==> config.mk <==
export PLATFORM = sky130hd
export DESIGN_NAME = register_pipe
export DESIGN_NICKNAME = d
export VERILOG_FILES = /design/src/rtl/register_pipe.sv
export SDC_FILE = /design/constraint.sdc
export NUM_CORES = 1
export LEC_CHECK = 0
export BUFFER_PORTS_ARGS = -buffer_cell sky130_fd_sc_hd__clkbuf_2
export CELL_PAD_IN_SITES_DETAIL_PLACEMENT = 1
export CELL_PAD_IN_SITES_GLOBAL_PLACEMENT = 2
export CORE_ASPECT_RATIO = 1.75
export CORE_MARGIN = 3
export CORE_UTILIZATION = 25
export CTS_BUF_LIST = sky130_fd_sc_hd__clkbuf_8
export DETAILED_ROUTE_END_ITERATION = 16
export PLACE_DENSITY_LB_ADDON = 0.3
export SLEW_MARGIN = 20
export SYNTH_ARGS = -nofsm -noshare
export SYNTH_HDL_FRONTEND = slang
export SYNTH_SLANG_ARGS = --single-unit
==> constraint.sdc <==
create_clock -name clk_i -period 9.8 [get_ports clk_i]
set_clock_uncertainty 0.1 [all_clocks]
set_input_delay 2.45 -clock clk_i [delete_from_list [all_inputs] [get_ports clk_i]]
set_output_delay 2.45 -clock clk_i [all_outputs]
set_load 0.03 [all_outputs]
==> src/rtl/register_pipe.sv <==
// register_pipe: 2-entry instruction/PC buffer between pipeline stages, with stall and flush.
// Define REGISTER_PIPE_STALL_CNT_EN to add the saturating 16-bit stall_cnt_o counter.
module register_pipe #(
    parameter int unsigned        INSTR_W   = 32,
    parameter int unsigned        PC_W      = 32,
    parameter logic [INSTR_W-1:0] NOP_INSTR = {INSTR_W{1'b0}}
) (
    input  logic               clk_i,
    input  logic               start_i,
    input  logic               in_valid_i,
    output logic               in_ready_o,
    input  logic [INSTR_W-1:0] instr_i,
    input  logic [PC_W-1:0]    pc_i,
    output logic               out_valid_o,
    input  logic               out_ready_i,
    output logic [INSTR_W-1:0] instr_o,
    output logic [PC_W-1:0]    pc_o,
    input  logic               stall_i,
    input  logic               flush_i,
`ifdef REGISTER_PIPE_STALL_CNT_EN
    output logic [1:0]         count_o,
    output logic [15:0]        stall_cnt_o
`else
    output logic [1:0]         count_o
`endif
);

    localparam logic [1:0] CNT_EMPTY = 2'd0;
    localparam logic [1:0] CNT_FULL  = 2'd2;

    logic [INSTR_W-1:0] instr_mem [2];
    logic [PC_W-1:0]    pc_mem    [2];
    logic               wr_ptr;
    logic               rd_ptr;
    logic [1:0]         count_q;
    logic               enq;
    logic               deq;

    // Handshake outputs depend only on registered occupancy, never on out_ready_i.
    assign in_ready_o  = (count_q != CNT_FULL);
    assign out_valid_o = (count_q != CNT_EMPTY);
    assign count_o     = count_q;

    assign enq = in_valid_i & in_ready_o & ~stall_i & ~flush_i;
    assign deq = out_valid_o & out_ready_i & ~stall_i & ~flush_i;

    // NOTE: sequential state uses non-blocking assignments so every register samples pre-edge values.
    always_ff @(posedge clk_i or negedge start_i) begin
        if (!start_i) begin
            wr_ptr  <= 1'b0;
            rd_ptr  <= 1'b0;
            count_q <= CNT_EMPTY;
        end else if (flush_i) begin
            wr_ptr  <= 1'b0;
            rd_ptr  <= 1'b0;
            count_q <= CNT_EMPTY;
        end else begin
            if (enq) begin
                wr_ptr <= ~wr_ptr;
            end
            if (deq) begin
                rd_ptr <= ~rd_ptr;
            end
            case ({enq, deq})
                2'b10:   count_q <= count_q + 2'd1;
                2'b01:   count_q <= count_q - 2'd1;
                default: count_q <= count_q;
            endcase
        end
    end

    // NOTE: entry storage is deliberately not reset; outputs are masked by out_valid_o so stale data never escapes.
    always_ff @(posedge clk_i) begin
        if (enq) begin
            instr_mem[wr_ptr] <= instr_i;
            pc_mem[wr_ptr]    <= pc_i;
        end
    end

    assign instr_o = out_valid_o ? instr_mem[rd_ptr] : NOP_INSTR;
    assign pc_o    = out_valid_o ? pc_mem[rd_ptr]    : {PC_W{1'b0}};

`ifdef REGISTER_PIPE_STALL_CNT_EN
    logic [15:0] stall_cnt_q;

    // Counts cycles the head waits, whether from downstream back-pressure or a stall; flush does not clear it.
    always_ff @(posedge clk_i or negedge start_i) begin
        if (!start_i) begin
            stall_cnt_q <= 16'h0000;
        end else if (out_valid_o && (!out_ready_i || stall_i) && (stall_cnt_q != 16'hFFFF)) begin
            stall_cnt_q <= stall_cnt_q + 16'd1;
        end
    end

    assign stall_cnt_o = stall_cnt_q;
`endif

endmodule

==> results of run 1 <==
[Yosys cell counts, drive strengths merged]
| cell type | count |
|---|---|
| edfxtp | 128 |
| nor2 | 66 |
| mux2i | 65 |
| buf | 13 |
| a21oi | 4 |
| dfrtp | 4 |
| nand2b | 4 |
| o21ai | 3 |
| or3 | 3 |
| inv | 2 |
| and4bb | 1 |
| clkbuf | 1 |
| nor2b | 1 |
| nor4 | 1 |
| nor4b | 1 |
| o32ai | 1 |
| xnor2 | 1 |
[power groups by stage]
stage	combinational [uW]	clock, uW	sequential (uW)
2_1_floorplan	61.9	0	650
3_3_place_gp	103	0	649
3_5_place_dp	105	0	649
4_1_cts	105	386	637
5_1_grt	111	409	638
6_report	102	364	637
[state kept, by name (all words and copies together), names as in the netlist]
signal	count
count_o	2
instr_mem	64
pc_mem	64
rd_ptr	1
wr_ptr	1
[final cells by class]
cell class	instances	area [um^2]	area share (%)
tap	245	307	4.83
inverter	2	7.51	0.118
timing repair buffer	141	716	11.3
multi-input combinational	151	1060	16.7
clock buffer	17	234	3.69
sequential	132	3950	62.2
clock inverter	13	72.6	1.14
[routing by layer]
metal  vias to the layer above  track usage [%]  share of wire, %  wire length, um
met1                      1469             11.2                36             4300
met4                         0             4.55               1.7              205
met5                         -                0                 0                0
met3                         8             2.80               4.4              524
met2                        74             20.8                57             6780
li1                       1400                -                 -                -
[per-stage QoR]
step	std cells	setup WS (ns)	hold slack [ns]	utilization, %
finish	701	4.80	0.502	32.0
global route	701	4.58	0.563	32.0
CTS	701	4.68	0.505	32.0
detailed placement	671	5.04	0.494	30.5
global placement	671	5.15	0.475	30.5
floorplan	299	0.364	0.419	-
[cells by family (layout without fill, tap and decap cells)]
group / count (synthesis) / after routing / synth area share (%)
flops: 132 / 132 / 77.7
compound gates: 8 / 8 / 0.863
xor+xnor: 1 / 1 / 0.173
simple gates: 77 / 77 / 6.46
buf+inv: 16 / 173 / 2.00
mux: 65 / 65 / 12.8
[critical path, stage by stage, from the launching register on]
cell,delay (ns)
dfrtp_4,0.62
buf_4,0.73
mux2i_1,0.17
nor2_1,0.20
clkbuf_2,0.24
[final timing paths]
kind	from	to	depth (start not counted)
max	rd_ptr$_DFFE_PN0P_	instr_o[23]	4
max reg2reg	count_o[1]$_DFFE_PN0P_	pc_mem[0][22]$_DFFE_PP_	3
min	wr_ptr$_DFFE_PN0P_	wr_ptr$_DFFE_PN0P_	2
min reg2reg	wr_ptr$_DFFE_PN0P_	wr_ptr$_DFFE_PN0P_	2
min in group asynchronous	start_i	count_o[0]$_DFFE_PN0P_	1
max in group asynchronous	start_i	rd_ptr$_DFFE_PN0P_	1
==> flow_metrics.env, run 1 <==
export IMPL_drt_iter0_markers=137
export IMPL_initial_core_util_pct=25.6
export IMPL_ys_warn_count=0
export IMPL_max_freq_mhz=200
export IMPL_power_uw=1100
export IMPL_n_fill_cell=2143
export IMPL_netlist_top_cells_area="edfxtp_1 76%, mux2i_1 13%, nor2_1 4.9%, dfrtp_1 2.0%, buf_4 1.5%"
export IMPL_worst_pin_slew_ns=0.885
export IMPL_antenna_found_initial=0
export IMPL_io_pins=138
export IMPL_clock_latency_ns=0.42
export IMPL_drcViolationCount=0
export IMPL_hold_buffers=0
export IMPL_final_hold_violation_count=0
export IMPL_first_pass_iters=4
export IMPL_fin_crit_sh_pct=51.1
export IMPL_cp_end_kind="output pin"
export IMPL_power_density_nw_per_um2=174
export IMPL_maxCapViolations=0
export IMPL_status="finished clean"
export IMPL_seq_area_frac_synth_pct=77.7
export IMPL_cts_tree="built"
export IMPL_dpl_cell_area_um2=6040
export IMPL_nets=515
export IMPL_final_cell_area_um2=6340
export IMPL_finalSetupViolations=0
export IMPL_synth_top_cell_by_area="edfxtp_1"
export IMPL_p_leak_uw=0.00227
export IMPL_tns_ns=0
export IMPL_maxSlewHeadroom_pct=41.0
export IMPL_synthesis_nets=369
export IMPL_cp_required_ns=7.25
export IMPL_ctsResizeCount=0
export IMPL_pwr_share_comb_pct=9.2
export IMPL_ys_ff_latch=132
export IMPL_avgViaCountPerCell=4.21
export IMPL_fp_dieH_um=195
export IMPL_area_growth_pct=25.0
export IMPL_vias=2951
export IMPL_die_area_um2=22100
export IMPL_grt_setup_unrepaired="no"
export IMPL_final_cell_mix="137 x clkbuf_2, 128 x edfxtp_1, 65 x mux2i_1, 65 x nor2_1, 17 x clkbuf_8"
export IMPL_gp_congestion=0.743
export IMPL_layout_drive_gt1_share_pct=38.2
export IMPL_finalWirelength_um=11800
export IMPL_postSynthCellCount=299
export IMPL_layout_commonest_cell="clkbuf_2"
export IMPL_die_w_um=114
export IMPL_synth_area_um2=5080
export IMPL_wl_per_cell_um=16.9
export IMPL_switching_power_uw=272
export IMPL_grt_pass1_vias=3395
export IMPL_reg2reg_slack_ns=7.20
export IMPL_cp_max_fo=49
export IMPL_pwr_share_clk_pct=33.0
export IMPL_layout_min_cycle_time_ns=5.00
export IMPL_ant_nets=0
export IMPL_hold_class="reg -> reg"
export IMPL_swShare_pct=24.7
export IMPL_internal_power_uw=830
export IMPL_start_kind="register"
export IMPL_cts_sinks=132
export IMPL_worstSetupPathType="reg -> out"
export IMPL_cts_buffers_inserted=17
export IMPL_seq_power_share_pct=57.8
export IMPL_htreeDepth=4
export IMPL_peakVddDrop_mv=0.0692
export IMPL_critPathArrivalTime_ns=2.45
export IMPL_num_rows=68
export IMPL_placement_io_buffers=137
export IMPL_syn_area_per_cell_um2=17.0
export IMPL_antenna_cells=0
export IMPL_grt_max_degree=61
export IMPL_cts_buffer_depth=2
export IMPL_clkSlewWorstSetupHoldPaths_ns=0.07
export IMPL_post_dp_hpwl_um=7810
export IMPL_drv_slew=0
export IMPL_grt_pass1_wl_um=18200
export IMPL_yosysTopAreaCellShare_pct=75.7
export IMPL_synth_distinct_cells=20
export IMPL_grt_overflow_total=0
export IMPL_cts_setup_buffers=0
export IMPL_grt_use_total_pct=11.0
export IMPL_cts_root_buf="clkbuf_8"
export IMPL_fp_coreArea_um2=19800
(Power assumes the default switching activity.)
==> run 2, diff against run 1 <==
Clock period 9.8 ns to 4.3 ns, I/O delays scaled along.
==> run 2 against run 1 <==
Effect of this change:
- sequential share of layout area shrank 1.6 points
- sequential power grew 130%
- first-iteration DRC count grew 2.9%
- critical endpoint is now instr_o[16]
==> flow_metrics.env, run 2 (synthesis results as in run 1) <==
export IMPL_grt_setup_unrepaired="no"
export IMPL_cts_setup_buffers=0
export IMPL_antenna_found_initial=2
export IMPL_drv_slew=0
export IMPL_first_pass_iters=4
export IMPL_hold_class="in -> async"
export IMPL_finalWirelength_um=11900
export IMPL_htreeDepth=4
export IMPL_ctsResizeCount=0
export IMPL_grt_max_degree=55
export IMPL_cp_end_kind="output pin"
export IMPL_drt_iter0_markers=141
export IMPL_grt_pass1_wl_um=18300
export IMPL_vias=2999
export IMPL_startpoint="rd_ptr$_DFFE_PN0P_"
export IMPL_finalSetupViolations=0
export IMPL_pwr_share_comb_pct=8.1
export IMPL_layout_commonest_cell="clkbuf_2"
export IMPL_fp_coreArea_um2=19800
export IMPL_maxCapViolations=0
export IMPL_grt_use_total_pct=11.1
export IMPL_fin_ws_ns=0.710
export IMPL_hold_buffers=0
export IMPL_tns_ns=0
export IMPL_reg2reg_slack_ns=2.29
export IMPL_swShare_pct=23.5
export IMPL_worstSetupPathType="reg -> out"
export IMPL_power_density_nw_per_um2=432
export IMPL_die_area_um2=22100
export IMPL_grt_pass1_vias=3500
export IMPL_initial_core_util_pct=25.6
export IMPL_layout_drive_gt1_share_pct=39.1
export IMPL_final_cell_mix="137 x clkbuf_2, 128 x edfxtp_1, 65 x mux2i_1, 65 x nor2_1, 17 x clkbuf_8"
export IMPL_antenna_cells=0
export IMPL_drcViolationCount=0
export IMPL_place_worst_setup_slack_ns=1.11
export IMPL_fp_dieH_um=195
export IMPL_r2r_cells=3
export IMPL_critPathSlowestCell="dfrtp_4"
export IMPL_crit_end="instr_o[16]"
export IMPL_pwr_share_clk_pct=40.1
export IMPL_cts_sinks=132
export IMPL_cp_max_fo=54
export IMPL_status="finished clean"
export IMPL_layout_min_cycle_time_ns=3.59
export IMPL_critPathArrivalTime_ns=2.41
export IMPL_n_fill_cell=2121
export IMPL_cts_buffers_inserted=17
export IMPL_ant_nets=0
export IMPL_maxSlewHeadroom_pct=34.2
export IMPL_r2r_start="count_o[1]$_DFFE_PN0P_"
export IMPL_wl_per_cell_um=16.9
export IMPL_max_freq_mhz=279
export IMPL_seq_power_share_pct=51.7
export IMPL_final_hold_violation_count=0
export IMPL_peakVddDrop_mv=0.255
export IMPL_io_pins=138
export IMPL_clock_latency_ns=0.43
export IMPL_avgViaCountPerCell=4.25
export IMPL_p_leak_uw=0.00235
export IMPL_area_growth_pct=28.3
export IMPL_nets=517
export IMPL_cts_buffer_depth=2
export IMPL_cp_required_ns=3.12
export IMPL_switching_power_uw=663
export IMPL_regToRegEndpoint="pc_mem[1][14]$_DFFE_PP_"
export IMPL_instances_no_fill=705
export IMPL_start_kind="register"
export IMPL_grt_overflow_total=0
export IMPL_clkSlewWorstSetupHoldPaths_ns=0.08
export IMPL_post_dp_hpwl_um=8190
export IMPL_critPathMaxStageDelay_ns=1.08
export IMPL_placement_io_buffers=137
export IMPL_dpl_cell_count=673
export IMPL_cts_tree="built"
export IMPL_gp_congestion=0.768
export IMPL_path_cells="buf_4 -> mux2i_1 -> nor2_1 -> clkbuf_2"
export IMPL_die_w_um=114
export IMPL_worst_pin_slew_ns=0.986
export IMPL_internal_power_uw=2150
export IMPL_fin_crit_sh_pct=83.5
export IMPL_num_rows=68
export IMPL_cts_root_buf="clkbuf_8"
[run 2: cell type report]
| type | instances | area [um^2] | share of cell area, % |
|---|---|---|---|
| inverters | 2 | 7.51 | 0.115 |
| clock inverters | 15 | 205 | 3.15 |
| multi-input cells | 151 | 1070 | 16.4 |
| flip-flops and latches | 132 | 3950 | 60.6 |
| clock buffers | 17 | 234 | 3.59 |
| well taps | 245 | 307 | 4.71 |
| repair buffers | 143 | 743 | 11.4 |
[run 2: per-stage QoR]
| stage | utilization [%] | total power (uW) | hold slack (ns) | cell area [um^2] |
|---|---|---|---|---|
| after floorplan | - | 1620 | 0.419 | 5110 |
| after global placement | 30.6 | 1720 | 0.492 | 6070 |
| after detailed placement | 30.6 | 1720 | 0.537 | 6070 |
| after CTS | 32.9 | 2870 | 0.311 | 6510 |
| after global routing | 32.9 | 2940 | 0.312 | 6510 |
| final | 32.9 | 2820 | 0.340 | 6510 |
[run 2: worst min path at each step]
stage / start / endpoint / slack, ns / depth (start not counted)
3_3_place_gp: wr_ptr$_DFFE_PN0P_ / wr_ptr$_DFFE_PN0P_ / 0.49 / 2
4_1_cts: start_i / count_o[1]$_DFFE_PN0P_ / 0.31 / 1
2_1_floorplan: rd_ptr$_DFFE_PN0P_ / rd_ptr$_DFFE_PN0P_ / 0.42 / 2
6_report: start_i / count_o[1]$_DFFE_PN0P_ / 0.34 / 1
5_1_grt: start_i / count_o[1]$_DFFE_PN0P_ / 0.31 / 1
3_5_place_dp: wr_ptr$_DFFE_PN0P_ / wr_ptr$_DFFE_PN0P_ / 0.54 / 2
[run 2: power groups by stage]
stage	clock network, uW	registers (uW)	logic (uW)
2_1_floorplan	0	1480	142
3_3_place_gp	0	1490	230
3_5_place_dp	0	1490	235
4_1_cts	1180	1460	236
5_1_grt	1230	1460	250
6_report	1130	1460	229
[run 2: critical path, delay by kind of cell (launching register included)]
kind                   cells  cell delay [ns]
flip-flops                 1             1.08
buffers and inverters      2             0.61
multiplexers               1             0.23
AND/OR/NAND/NOR            1             0.06
[run 2: metal layers]
metal,track usage (%),vias up,wire length (um)
met1,10.0,1484,3920
met4,5.57,4,342
met5,0,-,14
li1,-,1412,-
met2,21.4,80,7050
met3,3.18,19,579
